<file path="config.mk">
export PLATFORM = sky130hd
export DESIGN_NAME = csi_rx_byte_align
export DESIGN_NICKNAME = d
export VERILOG_FILES = /design/src/rtl/csi_rx_pkg.sv /design/src/rtl/csi_rx_sync_search.sv /design/src/rtl/csi_rx_byte_align.sv
export SDC_FILE = /design/constraint.sdc
export NUM_CORES = 1
export LEC_CHECK = 0
export CORE_AREA = 2 2 85 87
export CTS_CLUSTER_DIAMETER = 40
export DETAILED_ROUTE_END_ITERATION = 8
export DIE_AREA = 0 0 87 89
export HOLD_SLACK_MARGIN = 0.06
export PLACE_DENSITY_LB_ADDON = 0.3
export SLEW_MARGIN = 20
export SYNTH_ARGS = -nofsm -noshare
export SYNTH_HDL_FRONTEND = slang
export SYNTH_SLANG_ARGS = --single-unit
</file>
<file path="constraint.sdc">
create_clock -name byte_clock -period 4.7 [get_ports byte_clock]
set_input_delay 0.47 -clock byte_clock [delete_from_list [all_inputs] [get_ports byte_clock]]
set_output_delay 0.47 -clock byte_clock [all_outputs]
set_load 0.1 [all_outputs]
</file>
<file path="src/rtl/csi_rx_pkg.sv">
// Shared definitions for the CSI-2 receive lane byte aligner: sync byte, state encoding, offset type.
// Latency: n/a (types and constants only). Backpressure: n/a.
package csi_rx_pkg;

    localparam logic [7:0] SYNC_BYTE = 8'hB8;

    typedef enum logic [1:0] {
        IDLE   = 2'd0,
        HUNT   = 2'd1,
        LOCKED = 2'd2
    } align_state_t;

    typedef logic [2:0] offset_t;

    // Number of bits by which a candidate differs from the sync byte.
    function automatic logic [3:0] sync_dist(input logic [7:0] cand);
        return 4'($countones(cand ^ SYNC_BYTE));
    endfunction

endpackage

</file>
<file path="src/rtl/csi_rx_sync_search.sv">
// Sync search: lowest bit offset in a 16-bit window whose 8-bit candidate is the sync byte.
// Latency: combinational. Backpressure: none. CSI_RX_SOT_ERR_TOL_EN also accepts 1-bit-error candidates.
module csi_rx_sync_search
    import csi_rx_pkg::*;
(
    input  logic [15:0] i_window,
    output logic        o_hit,
    output offset_t     o_offset,
    output logic        o_err
);

    logic    w_ex_hit;
    offset_t w_ex_off;

    // Scan high to low so the lowest matching offset is the one left standing.
    always_comb begin
        w_ex_hit = 1'b0;
        w_ex_off = '0;
        for (int o = 7; o >= 0; o--) begin
            if (sync_dist(i_window[o +: 8]) == 4'd0) begin
                w_ex_hit = 1'b1;
                w_ex_off = offset_t'(o);
            end
        end
    end

`ifdef CSI_RX_SOT_ERR_TOL_EN
    logic    w_tol_hit;
    offset_t w_tol_off;

    always_comb begin
        w_tol_hit = 1'b0;
        w_tol_off = '0;
        for (int o = 7; o >= 0; o--) begin
            if (sync_dist(i_window[o +: 8]) == 4'd1) begin
                w_tol_hit = 1'b1;
                w_tol_off = offset_t'(o);
            end
        end
    end

    // An exact match anywhere outranks a single-bit-error match at a lower offset.
    assign o_hit    = w_ex_hit | w_tol_hit;
    assign o_offset = w_ex_hit ? w_ex_off : w_tol_off;
    assign o_err    = ~w_ex_hit & w_tol_hit;
`else
    assign o_hit    = w_ex_hit;
    assign o_offset = w_ex_off;
    assign o_err    = 1'b0;
`endif

endmodule

</file>
<file path="src/rtl/csi_rx_byte_align.sv">
// Lane byte aligner: hunts for the SoT sync byte at any bit offset, then emits aligned bytes.
// Latency: lock on the sync-completing edge, first payload byte valid on the following edge.
// Backpressure: none (streaming). CSI_RX_SOT_ERR_TOL_EN enables 1-bit-error SoT lock in the search.
module csi_rx_byte_align
    import csi_rx_pkg::*;
(
    input  logic       byte_clock,
    input  logic       reset,
    input  logic       enable,
    input  logic [7:0] deser_in,
    input  logic       wait_for_sync,
    input  logic       packet_done,
    output logic [7:0] data_out,
    output logic       data_valid,
    output logic       sot_found,
    output logic       sot_err
);

    align_state_t r_state;
    align_state_t w_state_nxt;
    logic [7:0]   r_prev_byte;
    offset_t      r_offset;
    logic [15:0]  w_window;
    logic         w_hit;
    logic         w_err;
    offset_t      w_hit_off;
    logic         w_lock_acq;
    logic         w_dat_en;
    logic         w_vld_nxt;
    logic [7:0]   r_data_out;
    logic         r_data_valid;
    logic         r_sot_found;
    logic         r_sot_err;

    // Bit 0 of prev_byte is the earliest bit on the lane.
    assign w_window = {deser_in, r_prev_byte};

    csi_rx_sync_search u_search (
        .i_window (w_window),
        .o_hit    (w_hit),
        .o_offset (w_hit_off),
        .o_err    (w_err)
    );

    always_ff @(posedge byte_clock) begin
        if (reset) begin
            r_state <= IDLE;
        end else begin
            r_state <= w_state_nxt;
        end
    end

    always_comb begin
        w_state_nxt = r_state;
        if (!enable) begin
            w_state_nxt = IDLE;
        end else begin
            case (r_state)
                IDLE:    if (wait_for_sync) w_state_nxt = HUNT;
                HUNT: begin
                    if (!wait_for_sync) w_state_nxt = IDLE;
                    else if (w_hit)     w_state_nxt = LOCKED;
                end
                LOCKED:  if (packet_done) w_state_nxt = wait_for_sync ? HUNT : IDLE;
                default: w_state_nxt = IDLE;
            endcase
        end
    end

    // Valid is withheld on the edge that leaves lock, so the byte that ends a packet is not flagged.
    always_comb begin
        w_lock_acq = (r_state == HUNT) && (w_state_nxt == LOCKED);
        w_dat_en   = (r_state == LOCKED);
        w_vld_nxt  = (r_state == LOCKED) && (w_state_nxt == LOCKED);
    end

    always_ff @(posedge byte_clock) begin
        if (reset) begin
            r_prev_byte  <= 8'h00;
            r_offset     <= '0;
            r_data_out   <= 8'h00;
            r_data_valid <= 1'b0;
            r_sot_found  <= 1'b0;
            r_sot_err    <= 1'b0;
        end else begin
            r_prev_byte  <= deser_in;
            r_data_valid <= w_vld_nxt;
            r_sot_found  <= w_lock_acq;
            r_sot_err    <= w_lock_acq & w_err;
            if (w_lock_acq) r_offset <= w_hit_off;
            if (w_dat_en)   r_data_out <= w_window[r_offset +: 8];
        end
    end

    assign data_out   = r_data_out;
    assign data_valid = r_data_valid;
    assign sot_found  = r_sot_found;
    assign sot_err    = r_sot_err;

endmodule
</file>
==> results of run 1 <==
==> report_power, final <==
group,internal (mW),leakage [nW],switching (mW)
Combinational,0.204,1.16,0.232
Sequential,0.202,0.188,0.0105
Clock,0.0605,0.0228,0.0621
==> through the flow <==
stage                     std cells  setup slack, ns  cell area (um2)  hold slack [ns]  utilization, %
final                           365            0.365             3080            0.499            45.9
after global routing            365            0.208             3080            0.527            45.9
after CTS                       365            0.376             3080            0.503            45.8
after detailed placement        361            0.110             3030            0.492            45.2
after global placement          361            0.157             3030            0.492            45.2
after floorplan                 256            0.840             2670            0.542               -
==> flip-flops by register name, summed over array words and instances, names as in the netlist <==
signal,cells
data_valid,1
data_out,8
r_offset,3
r_state,2
r_prev_byte,8
sot_found,1
==> layout make-up <==
class | instances | share of cell area [%]
clock buffer | 4 | 1.46
inverter | 67 | 8.16
sequential | 23 | 14.9
timing repair buffer | 33 | 9.83
multi-input combinational | 158 | 62.4
tap | 80 | 3.25
==> placed cells by master (no fill, tap or decap), drive strengths merged, types with 2 or more instances in the layout <==
cell           netlist  layout
a211oi               9       9
a21oi                4       4
and4bb               2       2
buf                  3      11
clkbuf               5       4
clkdlybuf4s50        0      22
dfxtp               23      23
fa                  32      32
ha                  44      44
inv                 67      67
mux2i               13      13
mux4                 8       8
nor2                20      20
nor3b                2       2
nor4                 5       5
nor4bb               2       2
o31ai                2       2
or4                  3       3
==> layer usage <==
metal | up-vias | GRT usage [%] | share of wire (%)
li1 | 890 | - | -
met1 | 864 | 22.2 | 47
met2 | 29 | 26.7 | 50
met3 | 2 | 2.77 | 2.8
met4 | 0 | 1.42 | 0.22
met5 | - | 0 | 0
==> path summary, 6_finish.rpt <==
path	start	endpoint	depth (start not counted)
setup / recovery	deser_in[1]	r_offset[0]	14
hold / removal	data_out[6]	data_out[6]	2
setup reg to reg	r_prev_byte[4]	r_offset[1]	13
hold reg to reg	data_out[6]	data_out[6]	2
==> worst max-delay path: stages <==
cell,delay (ns)
clkdlybuf4s50_1,0.49
inv_1,0.17
ha_1,0.22
inv_1,0.08
fa_1,0.50
fa_1,0.56
inv_1,0.05
ha_1,0.20
fa_1,0.43
or4_4,0.51
nor4b_4,0.16
a21o_1,0.20
or3b_1,0.37
a21oi_2,0.11
==> cell families after synthesis <==
group                    after synthesis  share of synthesized area, %
AND/OR/NAND/NOR                       40                          9.98
buffers and inverters                 75                          10.9
adder cells (fa/ha/maj)               76                          44.6
multiplexers                          22                          12.0
AO/OA/AOI/OAI                         19                          5.11
flip-flops                            23                          17.2
other                                  1                         0.140
==> metrics.txt, run 1 <==
Synth-to-Final Area Change 15.4%; Core Region between 6000 and 7000 um2; Reg2Reg Setup Slack around 0.65 ns; Final Hold Viols 0; ANT nets after route 0; CTS buffer count 3; crit path kind in -> reg; worst path arrival time about 4.5 ns; share of layout cells above drive strength 1 10.5%; clk root buf clkbuf_8; gpl congestion 0.928; fin. max-slew vios 0; skew final between 0.004 and 0.005 ns; relative slew slack 35.0%; Post-CTS Setup Bufs 0; drt first pass iters 4; Peak VDD IR between 150 and 200 uV; most frequent cells after synthesis inv_1, ha_1, fa_1, dfxtp_1, nor2_1; GRT Util Overall between 15 and 20%; first-pass GRT wire length around 9500 um; vias per cell 4.89; Post-synth EDFFs 0; Post-Syn Area approximately 2700 um2; Synth Instances about 260; highest clock rate ~0.23 GHz; Clock Pin Slew Worst Setup and Hold Paths approximately 0.080 ns; area leader, netlist fa_1; FFs w/ async S/R, synth 0%; top_reg_cell synth dfxtp_1; DIE WIDTH just under 90 um; Setup Viol. Count Final 0; most frequent cell after synthesis inv_1; Synth top area share about a quarter; worst-path fanout max 4; via count about 1,800; CTS tree done; sequential share of the synthesized area between 10% and 20%; RSZ-0062 raised after global routing no; Final Power slightly below 0.8 mW; Avg WL per Cell between 15 and 20 um; worst path required time between 4 and 5 ns; YS warnings 0; Final Critical Period 4.33 ns; element type at the critical path start primary input; fillers between 600 and 700; row count 30; worst slew pin tran just under 1 ns; diode count 0; Mapped Nets between 300 and 400; initial drt markers between 60 and 70; maximum clock path buffer count 2; clock sink count 23; post-synth cell types 33; final wirelength ~5500 um; I/O pin total 24; crit share post-route ~92%; Initial Utilization 39.7%; Hold WC Path Type reg -> reg; initial antenna violation count 0; area of the multi-input gates around 1900 um2; Post-layout nets around 380; grt ovf 0; Seq cells post-synth 23; DP HPWL ~4800 um; Worst Setup End Kind register; power per cell area between 200 and 300 nW/um2; post-CTS sizing 0; Die Area 7740 um2; CTS H-tree depth 1; Worst-Skew Late Latency approximately 0.26 ns; CTS Hold Bufs 0; Setup TNS Final 0 ns; vias in the first global route between 1,500 and 2,000; FF+latch area between 400 and 500 um2; Die Height ~89 um; max-cap violations 0; Leak about 1.4 nW; status complete, no violations; DRC Markers 0; largest net degree at the start of global routing 24; syn_area_per_cell about 10 um2; I/O Buffers 22; Synth area leaders fa_1, ha_1, dfxtp_1
Power figures use the tool's default switching activity.
==> run 2, diff against run 1 <==
Settings changed: CORE_AREA 2 2 85 87 to 4 4 87 89, DIE_AREA 0 0 87 89 to 0 0 91 93, SLEW_MARGIN 20 to unset.
==> run 2 against run 1 <==
  * Total power fell by 0.42%
  * Highest routed layer unchanged
  * Global-route usage fell by 2.0 points
  * Setup slack improved by 0.033 ns
  * Count of clock-buffer cells in the layout did not move
  * Clock power barely moved
  * Fmax rose by 0.76%
  * Non-clock buffer count rose by 1
  * Die area rose by 9.3%
  * Critical path depth did not move
  * Sequential power barely moved
==> metrics.txt, run 2 (same netlist as run 1, synthesis figures left out) <==
status complete, no violations; worst hold slack 0.504 ns (+0.00423 ns); crit path kind in -> reg; vias per cell 4.95 (+1.2%); ANT nets after route 0 (unchanged); CTS Hold Bufs 0 (unchanged); grt ovf 0 (unchanged); Worst-Skew Late Latency 0.26 ns (about the same); Leak 1.38 nW (+0.38%); max-cap violations 0 (unchanged); clock sink count 23 (unchanged); fin. max-slew vios 0 (unchanged); post-CTS sizing 0 (unchanged); Setup Viol. Count Final 0 (unchanged); via count 1,811 (+1.5%); Post-CTS Setup Bufs 0 (unchanged); Avg WL per Cell 14.8 um (-1.6%); Initial Utilization 39.5% (-0.22 points); Synth-to-Final Area Change 15.6%; DP HPWL 4800 um (-0.93%); most frequent cells in the layout inv_1, ha_1, fa_1, dfxtp_1, clkdlybuf4s50_1; gpl congestion 0.931 (+0.31%); worst slew pin tran 1.01 ns (+0.0367 ns); Final Power 0.769 mW (-0.42%); vias in the first global route 1,952 (-0.15%); DRC Markers 0 (unchanged); Final Critical Period 4.30 ns (-0.0326 ns); Post-Place Cells 362 (+0.28%); CTS H-tree depth 1 (unchanged); Die Area 8460 um2 (+9.3%); worst path required time 4.89 ns (about the same); initial drt markers 70 (+7.7%); Hold WC Path Type reg -> reg; Reg2Reg Setup Slack 0.78 ns (+0.13 ns); relative slew slack 32.5% (-2.5 points); worst-path fanout max 4 (unchanged); highest clock rate 0.232 GHz (+0.76%); Post-Layout Cell Count 366 (+0.27%); Worst Setup End Kind register; element type at the critical path start primary input; Setup TNS Final 0 ns (unchanged); I/O pin total 24 (unchanged); dpl ws 0.119 ns (+0.00875 ns); setup ws final 0.398 ns (+0.0326 ns); I/O Buffers 22 (unchanged); Finished Cell Area 3090 um2 (+0.16%); drt first pass iters 4 (unchanged); Clock Pin Slew Worst Setup and Hold Paths 0.08 ns (about the same); diode count 0 (unchanged); RSZ-0062 raised after global routing no; largest net degree at the start of global routing 24 (unchanged); Core Region 6760 um2 (+0.56%); Die Height 93 um (+4.5%); Post-layout nets 376 (+0.27%); worst path arrival time 4.49 ns (-0.03 ns); power per cell area 249 nW/um2 (-0.58%); leading cell type in the layout, fill and taps excluded inv_1; clk root buf clkbuf_8; CTS buffer count 3 (unchanged); final wirelength 5420 um (-1.3%); Final Hold Viols 0 (unchanged); placed instance area 3040 um2 (+0.25%); DIE WIDTH 91 um (+4.6%); CTS tree done; initial antenna violation count 0 (unchanged); share of layout cells above drive strength 1 10.5% (-0.037 points); final core utilization 45.7% (-0.18 points); maximum clock path buffer count 2 (unchanged); crit share post-route 91.5% (-0.69 points); GRT Util Overall 13.8% (-2.0 points); Peak VDD IR 138 uV (-14%); row count 30 (unchanged); first-pass GRT wire length 9430 um (-0.36%); skew final 0.00311 ns (-0.000913 ns)
## run 2: worst paths after layout
kind,to,cells past startpoint,startpoint
max,r_offset[1],14,deser_in[2]
min,data_out[5],2,data_out[5]
max reg2reg,r_offset[1],13,r_prev_byte[4]
min reg2reg,data_out[5],2,data_out[5]
## run 2: metal layers
metal	part of all wire, %	up-vias	global-route usage (%)
li1	-	895	-
met1	46	884	18.2
met2	51	28	24.5
met3	2.1	4	1.85
met4	0.81	0	2.64
met5	0	-	0
## run 2: final cells by class
cell class | count | area [um2]
Fill cell | 660 | 3670
Multi-Input combinational cell | 158 | 1920
Sequential cell | 23 | 460
Timing Repair Buffer | 34 | 310
Inverter | 67 | 251
Tap cell | 80 | 100
Clock buffer | 4 | 45.0
## run 2: power breakdown
part           switching (mW)  internal (mW)  total [mW]
Sequential             0.0101          0.202       0.212
Clock                  0.0602         0.0605       0.121
Combinational           0.232          0.203       0.436
Total                   0.303          0.466       0.769
## run 2: worst max-delay path: stages
cell	delay [ns]
clkdlybuf4s50_1	0.44
inv_1	0.19
ha_1	0.26
inv_1	0.08
fa_1	0.51
fa_1	0.54
inv_1	0.04
ha_1	0.19
fa_1	0.49
or4_1	0.51
a211oi_1	0.30
o31ai_1	0.11
mux2_2	0.26
nor2_1	0.08
